===== src/rtl/inst_fetch.sv =====
// Instruction fetch unit: single-outstanding-request fetcher with a one-entry
// instruction hold register, branch/jump redirect handling, and a sticky
// misaligned-target flag.
module inst_fetch #(
  parameter logic [63:0] RESET_PC = 64'h0
) (
  input  logic        clk,
  input  logic        rst_n,
  output logic        imem_req,
  output logic [63:0] imem_addr,
  input  logic [31:0] imem_rdata,
  input  logic        imem_ready,
  output logic        inst_valid,
  output logic [31:0] inst,
  output logic [63:0] inst_pc,
  input  logic        inst_ready,
  input  logic        redirect,
  input  logic        redirect_jalr,
  input  logic [63:0] redir_pc,
  input  logic [63:0] rs1_val,
  input  logic [63:0] imm,
  output logic        misalign_err
);

  localparam logic [1:0] IDLE  = 2'd0;
  localparam logic [1:0] FETCH = 2'd1;
  localparam logic [1:0] DRAIN = 2'd2;
  localparam logic [1:0] HOLD  = 2'd3;

  // Raw redirect target before word alignment; jalr clears bit 0.
  function automatic logic [63:0] calc_target(
    input logic        f_jalr,
    input logic [63:0] f_redir_pc,
    input logic [63:0] f_rs1,
    input logic [63:0] f_imm
  );
    logic [63:0] sum;
    if (f_jalr) begin
      sum = f_rs1 + f_imm;
      sum[0] = 1'b0;
    end else begin
      sum = f_redir_pc + f_imm;
    end
    return sum;
  endfunction

  // Fetch addresses are always word aligned.
  function automatic logic [63:0] align_word(input logic [63:0] a);
    return {a[63:2], 2'b00};
  endfunction

  logic [1:0]  r_state;
  logic [63:0] r_pc;
  logic [63:0] r_pending_pc;
  logic [31:0] r_inst;
  logic [63:0] r_inst_pc;
  logic        r_misalign;
  logic        r_imem_req;
  logic        r_inst_valid;

  logic [1:0]  w_state_nxt;
  logic [63:0] w_pc_nxt;
  logic [63:0] w_pending_nxt;
  logic [31:0] w_inst_nxt;
  logic [63:0] w_inst_pc_nxt;
  logic        w_misalign_nxt;
  logic [63:0] w_target_raw;
  logic [63:0] w_target;

  assign w_target_raw = calc_target(redirect_jalr, redir_pc, rs1_val, imm);
  assign w_target     = align_word(w_target_raw);

  // Next-state and datapath decisions; redirect outranks both ready inputs.
  always_comb begin
    w_state_nxt    = r_state;
    w_pc_nxt       = r_pc;
    w_pending_nxt  = r_pending_pc;
    w_inst_nxt     = r_inst;
    w_inst_pc_nxt  = r_inst_pc;
    w_misalign_nxt = r_misalign;
    case (r_state)
      IDLE: begin
        // Redirects are ignored here; always start at the reset vector.
        w_state_nxt = FETCH;
        w_pc_nxt    = align_word(RESET_PC);
      end
      FETCH: begin
        if (redirect) begin
          w_misalign_nxt = r_misalign | w_target_raw[1];
          if (imem_ready) begin
            // Response arrived with the redirect: drop it, refetch at target.
            w_pc_nxt = w_target;
          end else begin
            // Request still outstanding: keep address stable, wait it out.
            w_pending_nxt = w_target;
            w_state_nxt   = DRAIN;
          end
        end else if (imem_ready) begin
          w_inst_nxt    = imem_rdata;
          w_inst_pc_nxt = r_pc;
          w_state_nxt   = HOLD;
        end else begin
          w_state_nxt = FETCH;
        end
      end
      DRAIN: begin
        if (redirect) begin
          w_misalign_nxt = r_misalign | w_target_raw[1];
          if (imem_ready) begin
            w_pc_nxt    = w_target;
            w_state_nxt = FETCH;
          end else begin
            // Latest redirect wins.
            w_pending_nxt = w_target;
          end
        end else if (imem_ready) begin
          w_pc_nxt    = r_pending_pc;
          w_state_nxt = FETCH;
        end else begin
          w_state_nxt = DRAIN;
        end
      end
      HOLD: begin
        if (redirect) begin
          w_misalign_nxt = r_misalign | w_target_raw[1];
          w_pc_nxt       = w_target;
          w_state_nxt    = FETCH;
        end else if (inst_ready) begin
          w_pc_nxt    = r_inst_pc + 64'd4;
          w_state_nxt = FETCH;
        end else begin
          w_state_nxt = HOLD;
        end
      end
      default: begin
        w_state_nxt = IDLE;
        w_pc_nxt    = align_word(RESET_PC);
      end
    endcase
  end

  // State, datapath and registered handshake outputs.
  always_ff @(posedge clk or negedge rst_n) begin
    if (!rst_n) begin
      r_state      <= IDLE;
      r_pc         <= align_word(RESET_PC);
      r_pending_pc <= 64'd0;
      r_inst       <= 32'd0;
      r_inst_pc    <= 64'd0;
      r_misalign   <= 1'b0;
      r_imem_req   <= 1'b0;
      r_inst_valid <= 1'b0;
    end else begin
      r_state      <= w_state_nxt;
      r_pc         <= w_pc_nxt;
      r_pending_pc <= w_pending_nxt;
      r_inst       <= w_inst_nxt;
      r_inst_pc    <= w_inst_pc_nxt;
      r_misalign   <= w_misalign_nxt;
      r_imem_req   <= (w_state_nxt == FETCH) || (w_state_nxt == DRAIN);
      r_inst_valid <= (w_state_nxt == HOLD);
    end
  end

  assign imem_req     = r_imem_req;
  assign imem_addr    = r_pc;
  assign inst_valid   = r_inst_valid;
  assign inst         = r_inst;
  assign inst_pc      = r_inst_pc;
  assign misalign_err = r_misalign;

endmodule


===== config.mk =====
export PLATFORM = sky130hd
export DESIGN_NAME = inst_fetch
export DESIGN_NICKNAME = d
export VERILOG_FILES = /design/src/rtl/inst_fetch.sv
export SDC_FILE = /design/constraint.sdc
export NUM_CORES = 1
export LEC_CHECK = 0
export ABC_AREA = 1
export BUFFER_PORTS_ARGS = -buffer_cell sky130_fd_sc_hd__buf_2
export CORE_MARGIN = 10
export CORE_UTILIZATION = 45
export CTS_CLUSTER_DIAMETER = 200
export DETAILED_ROUTE_END_ITERATION = 6
export PLACE_DENSITY_LB_ADDON = 0.05
export SETUP_SLACK_MARGIN = 0.2
export SYNTH_ARGS = -nofsm -noshare
export SYNTH_HDL_FRONTEND = slang
export SYNTH_SLANG_ARGS = --single-unit

===== constraint.sdc =====
create_clock -name clk -period 2.4 [get_ports clk]
set_input_delay 0.24 -clock clk [delete_from_list [all_inputs] [get_ports clk]]
set_output_delay 0.24 -clock clk [all_outputs]
set_load 0.01 [all_outputs]

Word level (Yosys, flattened, before mapping):

Cells that the tools add are included.

* bitwise gates (word level): 3
* shift-type cells: 0
* $lt $le $gt $ge: 0
* muxes and demuxes: 17
* add/sub/neg operators: 3
* reduce and logical (&&, ||, !) cells: 8
* eq/ne operators: 9
* multipliers: 0
* divide/modulo/power cells: 0

Operators with widths (number)
* $mux 64: 7
* $pmux 64 s4: 1
* $add 64x64->64: 2
* $add 64x3->64 const B: 1
* $mux 2: 8
* $reduce_and 3->1: 3
* $eq 2x2->1 const B: 4
* $pmux 2 s4: 1
* $ne 3x3->1 const B: 2
* $eq 2x1->1 const B: 2
* $reduce_or 3->1: 1
* $logic_not 2->1: 1
* $ne 2x2->1 const B: 1
* $not 1->1: 2
* $reduce_and 2->1: 1
* $reduce_or 2->1: 1
* $logic_or 1x1->1: 1
* $or 1x1->1: 1

* output and inout bits: 163
* bits in read-only memories: 0
* memories kept: 0
* latch bits: 0
* memory bits (writable): 0
* register bits: 227

Logic depth before layout (Yosys ltp):

* depth in word-level cells: 5
* mapped depth: 21
* mapped depth without buffers: 21

Worst setup path before layout:

Ideal clock, no wire load.

* path type: input-to-reg
* start point: input port rs1_val[1]
* end point: register r_pc[60] (netlist: imem_addr[60])
* buffers on the path: 0
* library setup time: 0.120 ns
* data required time: 2.280 ns
* data arrival time: 1.871 ns
* stages: 16
* slack: 0.408 ns
* cells stage by stage: inv_1 -> fa_1 -> inv_1 -> nand2_1 -> o21ai_2 -> nand3_1 -> nand2_1 -> nand2_1 -> nand2_1 -> nand2_1 -> nand3_1 -> nand3_1 -> nand3_1 -> nand2_1 -> o21ai_1 -> nand2_1

* cells in the longest elaborated chain, start to end: 5

Ends and longest elaborated chain
* from (decl): RTL line 20 `input logic [63:0] rs1_val,`
* $add 64x64->64 (*): RTL line 39 `sum = f_rs1 + f_imm;`
* $mux 64 (*): RTL line 38 `if (f_jalr) begin`
* $mux 64: RTL line 90, 109
* $mux 64 (on tied branches): RTL line 107, 88
* $pmux 64 s4 (*): RTL line 81 `case (r_state)`
* to (signal assigned): RTL line 146 `r_pc <= align_word(RESET_PC);`
* to (signal assigned): RTL line 155 `r_pc <= w_pc_nxt;`
* to (decl): RTL line 53 `logic [63:0] r_pc;`

Mark *: on every way between the ends. The rest lies on a longest branch, timed or not. The select of a mux whose other input is x is not followed.
A chain may end at the register's enable or synchronous reset.

Worst setup path in the final report:

* start point: register r_inst_pc[29] (netlist: inst_pc[29])
* end point: register r_pc[62] (netlist: imem_addr[62])

* cells in the longest elaborated chain, start to end: 4

Ends and longest elaborated chain
* from (decl): RTL line 56 `logic [63:0] r_inst_pc;`
* from (signal assigned): RTL line 158 `r_inst_pc <= w_inst_pc_nxt;`
* $add 64x3->64: RTL line 129 `w_pc_nxt = r_inst_pc + 64'd4;`
* $mux 64: RTL line 128 `end else if (inst_ready) begin`
* $mux 64: RTL line 124 `if (redirect) begin`
* $pmux 64 s4: RTL line 81

Every way passes these cells. The select of a mux whose other input is x is not followed.

==> impl_metrics.ini <==
[run_status]
outcome = finished with violations
violations = design-rule violations

[synthesis]
synth.avg_cell_area_um2 = 5.90
yosysSeqAreaShare_pct = 23.5
synth_enable_flop_cells = 0
yosys_warnings = 0
ys_types = 60
synthMuxAreaShare_pct = 1.68
syn-num-nets = 4464
synth.cell_area_mm2 = 0.0242
ys.flop_type = dfrtp_1
synth_xor_area_share_pct = 1.30
synth_top_family_by_area = simple AND/OR/NAND/NOR gates
ys_seq_elements = 227
synth-compound-area-share_pct = 14.0
synthAdderAreaFrac_pct = 6.94
synthCells = 4101
synth-async-reset-ratio_pct = 100
synthSimpleGateAreaFrac_pct = 39.8

[detailed_routing]
drtPass1Iterations = 7
via_per_inst = 5.26
route.detailed.drc = 33
vias = 30400
totalWireLength_um = 116000
drt_iter0_drc = 3043
route.detailed.wl_per_inst_um = 20.1
ant_nets = 0

[clocking]
clock_path_buffers = 3
clock-root-buffer = clkbuf_16
cts_buffers = 23
cts_sinks = 227
clock_latency_ns = 0.55
htreeDepth = 1
path_clk_slew_ns = 0.07
cts_tree = done

[finish]
final_cell_mix = nand2_1 (1350), inv_1 (698), buf_4 (577)
drive_gt1_share_pct = 27.5
fin_nets = 5437
area_growth_pct = 38.6
nFillCells = 5258
finish.utilization_pct = 63.4
final_common_cell = nand2_1

[power_and_ir_drop]
cellPowerDensity_mw_per_mm2 = 739
leakagePower_nw = 18.4
worst_ir_drop_vdd_mv = 0.642
comb_power_share_pct = 56.0
total_power_mw = 24.8
sw_frac_of_total_pct = 45.8
p_switching_mw = 11.4
pwr-share-clk_pct = 16.2
p_int_mw = 13.4
power_frac_seq_pct = 27.8

[worst_setup_path]
start_kind = flop
critPathSlowestCell = dfrtp_1
critical_path.max_stage_delay_ns = 0.53
path_cells = nand2_1 > nor2_1 > nand2_1 > nor2_1 > nand2_2 > nor2_1 > nand2_1 > nand3_1 > nand2_1 > o21ai_1 > nand2_1
arrival_ns = 2.61
reg2reg_slack_ns = 0.22
cp_num_buf_inv = 0
cp_top_family = simple AND/OR/NAND/NOR gates
worst_path_most_repeated_cell = nand2_1
path_class = reg2reg
path_max_fanout = 6
endpoint_kind = flop
required_ns = 2.82

[die]
coreArea_mm2 = 0.0529
die_y_um = 252
ioPinCount = 393
start_util_pct = 45.7
die_w_um = 252
fp-row-count = 84
die_area_mm2 = 0.0634

[sta]
finalHoldViolCount = 0
post-route-min-period_ns = 2.18
holdWs_ns = 0.0691
fmax_mhz = 458
relSlewSlack_pct = 63.5
rsz0062_at_grt = yes
maxSlewViolCount = 0
finClkSkew_ns = 0.0185
setup_violations = 0
worstMarginPinSlew_ns = 0.541
period_share_pct = 91.0

[global_routing]
grt_pass1_wl_um = 170000
antenna_found_initial = 3
grt_pass1_vias = 28400
grt_usage_pct = 34.9
grt_start_max_net_pins = 65
grt.overflow.total = 0

[flow_run]
drv_cap = 0

[placement]
portBuffers = 392
gp_congestion = 1.07
place_hpwl_um = 95300

[worst_hold_path]
min_path_type = in2reg
-- per-stage QoR --
step | setup slack, ns | cells | TNS (ns) | instance area, um^2
after global placement | -0.709 | 5669 | -13.88 | 31200
after global routing | 0.136 | 5779 | 0 | 33500
after detailed placement | -0.667 | 5669 | -15.03 | 31200
final | 0.216 | 5779 | 0 | 33500
after CTS | 0.153 | 5746 | 0 | 32400
after floorplan | 0.408 | 4101 | 0 | 24200
-- final timing paths --
path,from,to,cells after the start
min,inst_ready,r_state[1],3
min in group asynchronous,rst_n,misalign_err,2
max reg2reg,inst_pc[29],imem_addr[62],11
max in group asynchronous,rst_n,inst_pc[21],3
max,inst_pc[29],imem_addr[62],11
min reg2reg,misalign_err,misalign_err,1
-- cell families after synthesis --
logic type | Yosys count
buf+inv | 807
flops | 227
compound gates | 602
fa+ha+maj | 133
simple gates | 2260
mux | 36
xor+xnor | 36
-- sequential cells by signal (all words and copies together), names as in the netlist --
register / count
r_pending_pc: 62
r_state: 2
inst_pc: 64
inst_valid: 1
imem_req: 1
imem_addr: 64
inst: 32
misalign_err: 1
-- power groups by stage --
| stage | Combinational, mW | Clock (mW) | Sequential (mW) |
|---|---|---|---|
| 2_1_floorplan | 6.13 | 0 | 7.10 |
| 3_3_place_gp | 12.6 | 0 | 6.78 |
| 3_5_place_dp | 12.8 | 0 | 6.82 |
| 4_1_cts | 12.9 | 4.03 | 6.77 |
| 5_1_grt | 15.1 | 4.17 | 7.05 |
| 6_report | 13.9 | 4.01 | 6.88 |
-- tightest hold or removal path, stage by stage --
cell     delay, ns
buf_2         0.08
or2_4         0.12
a31oi_1       0.12
-- cells in the mapped netlist (all sizes together), types with 3 or more instances --
library cell | n | area, um^2
inv | 720 | 2700
o21a | 6 | 45.0
nand3 | 301 | 1570
o221ai | 17 | 155
o211ai | 22 | 165
xnor2 | 15 | 131
clkbuf | 46 | 173
nand4 | 45 | 303
buf | 39 | 196
o2111ai | 4 | 35.0
o21ai | 283 | 1430
ha | 131 | 1640
nor2 | 364 | 1480
a21o | 7 | 52.6
a31oi | 5 | 31.3
or2 | 18 | 113
and2 | 10 | 62.6
xor2 | 21 | 184
mux2 | 36 | 405
o22ai | 13 | 81.3
nand3b | 19 | 155
nand2 | 1429 | 5460
nor4 | 10 | 81.3
dfrtp | 227 | 5680
nor3 | 62 | 389
a21boi | 9 | 67.6
a21oi | 190 | 973
a221oi | 3 | 26.3
o21bai | 36 | 270
-- final cells by class --
| class | instances | area, um^2 | share of cell area, % |
|---|---|---|---|
| flip-flops and latches | 227 | 5700 | 17.0 |
| well taps | 688 | 861 | 2.57 |
| diodes | 3 | 7.51 | 0.0224 |
| repair inverters | 1 | 5.00 | 0.0149 |
| clock inverters | 9 | 180 | 0.538 |
| multi-input cells | 3067 | 16200 | 48.2 |
| repair buffers | 1032 | 7230 | 21.6 |
| inverters | 722 | 2730 | 8.16 |
| clock buffers | 30 | 632 | 1.89 |
-- repair_timing --
item                                   CTS  global route
gates cloned                             0             5
pin swaps                                4            24
endpoints found under the hold margin   90             0
setup endpoints to repair               19            74
hold buffers                            33             0
setup buffers                            5            25
gates resized for setup                 21           207
-- layer usage --
layer  share of wire, %  GRT usage, %  vias up  wire (um)
li1                   -             -    15000          -
met1                 40          44.0    13800      46500
met2                 45          57.2     1463      52500
met5                  0             0        -          0
met4                5.2          15.7        0       6030
met3                9.8          6.72      235      11300
Power figures use the tool's default switching activity.
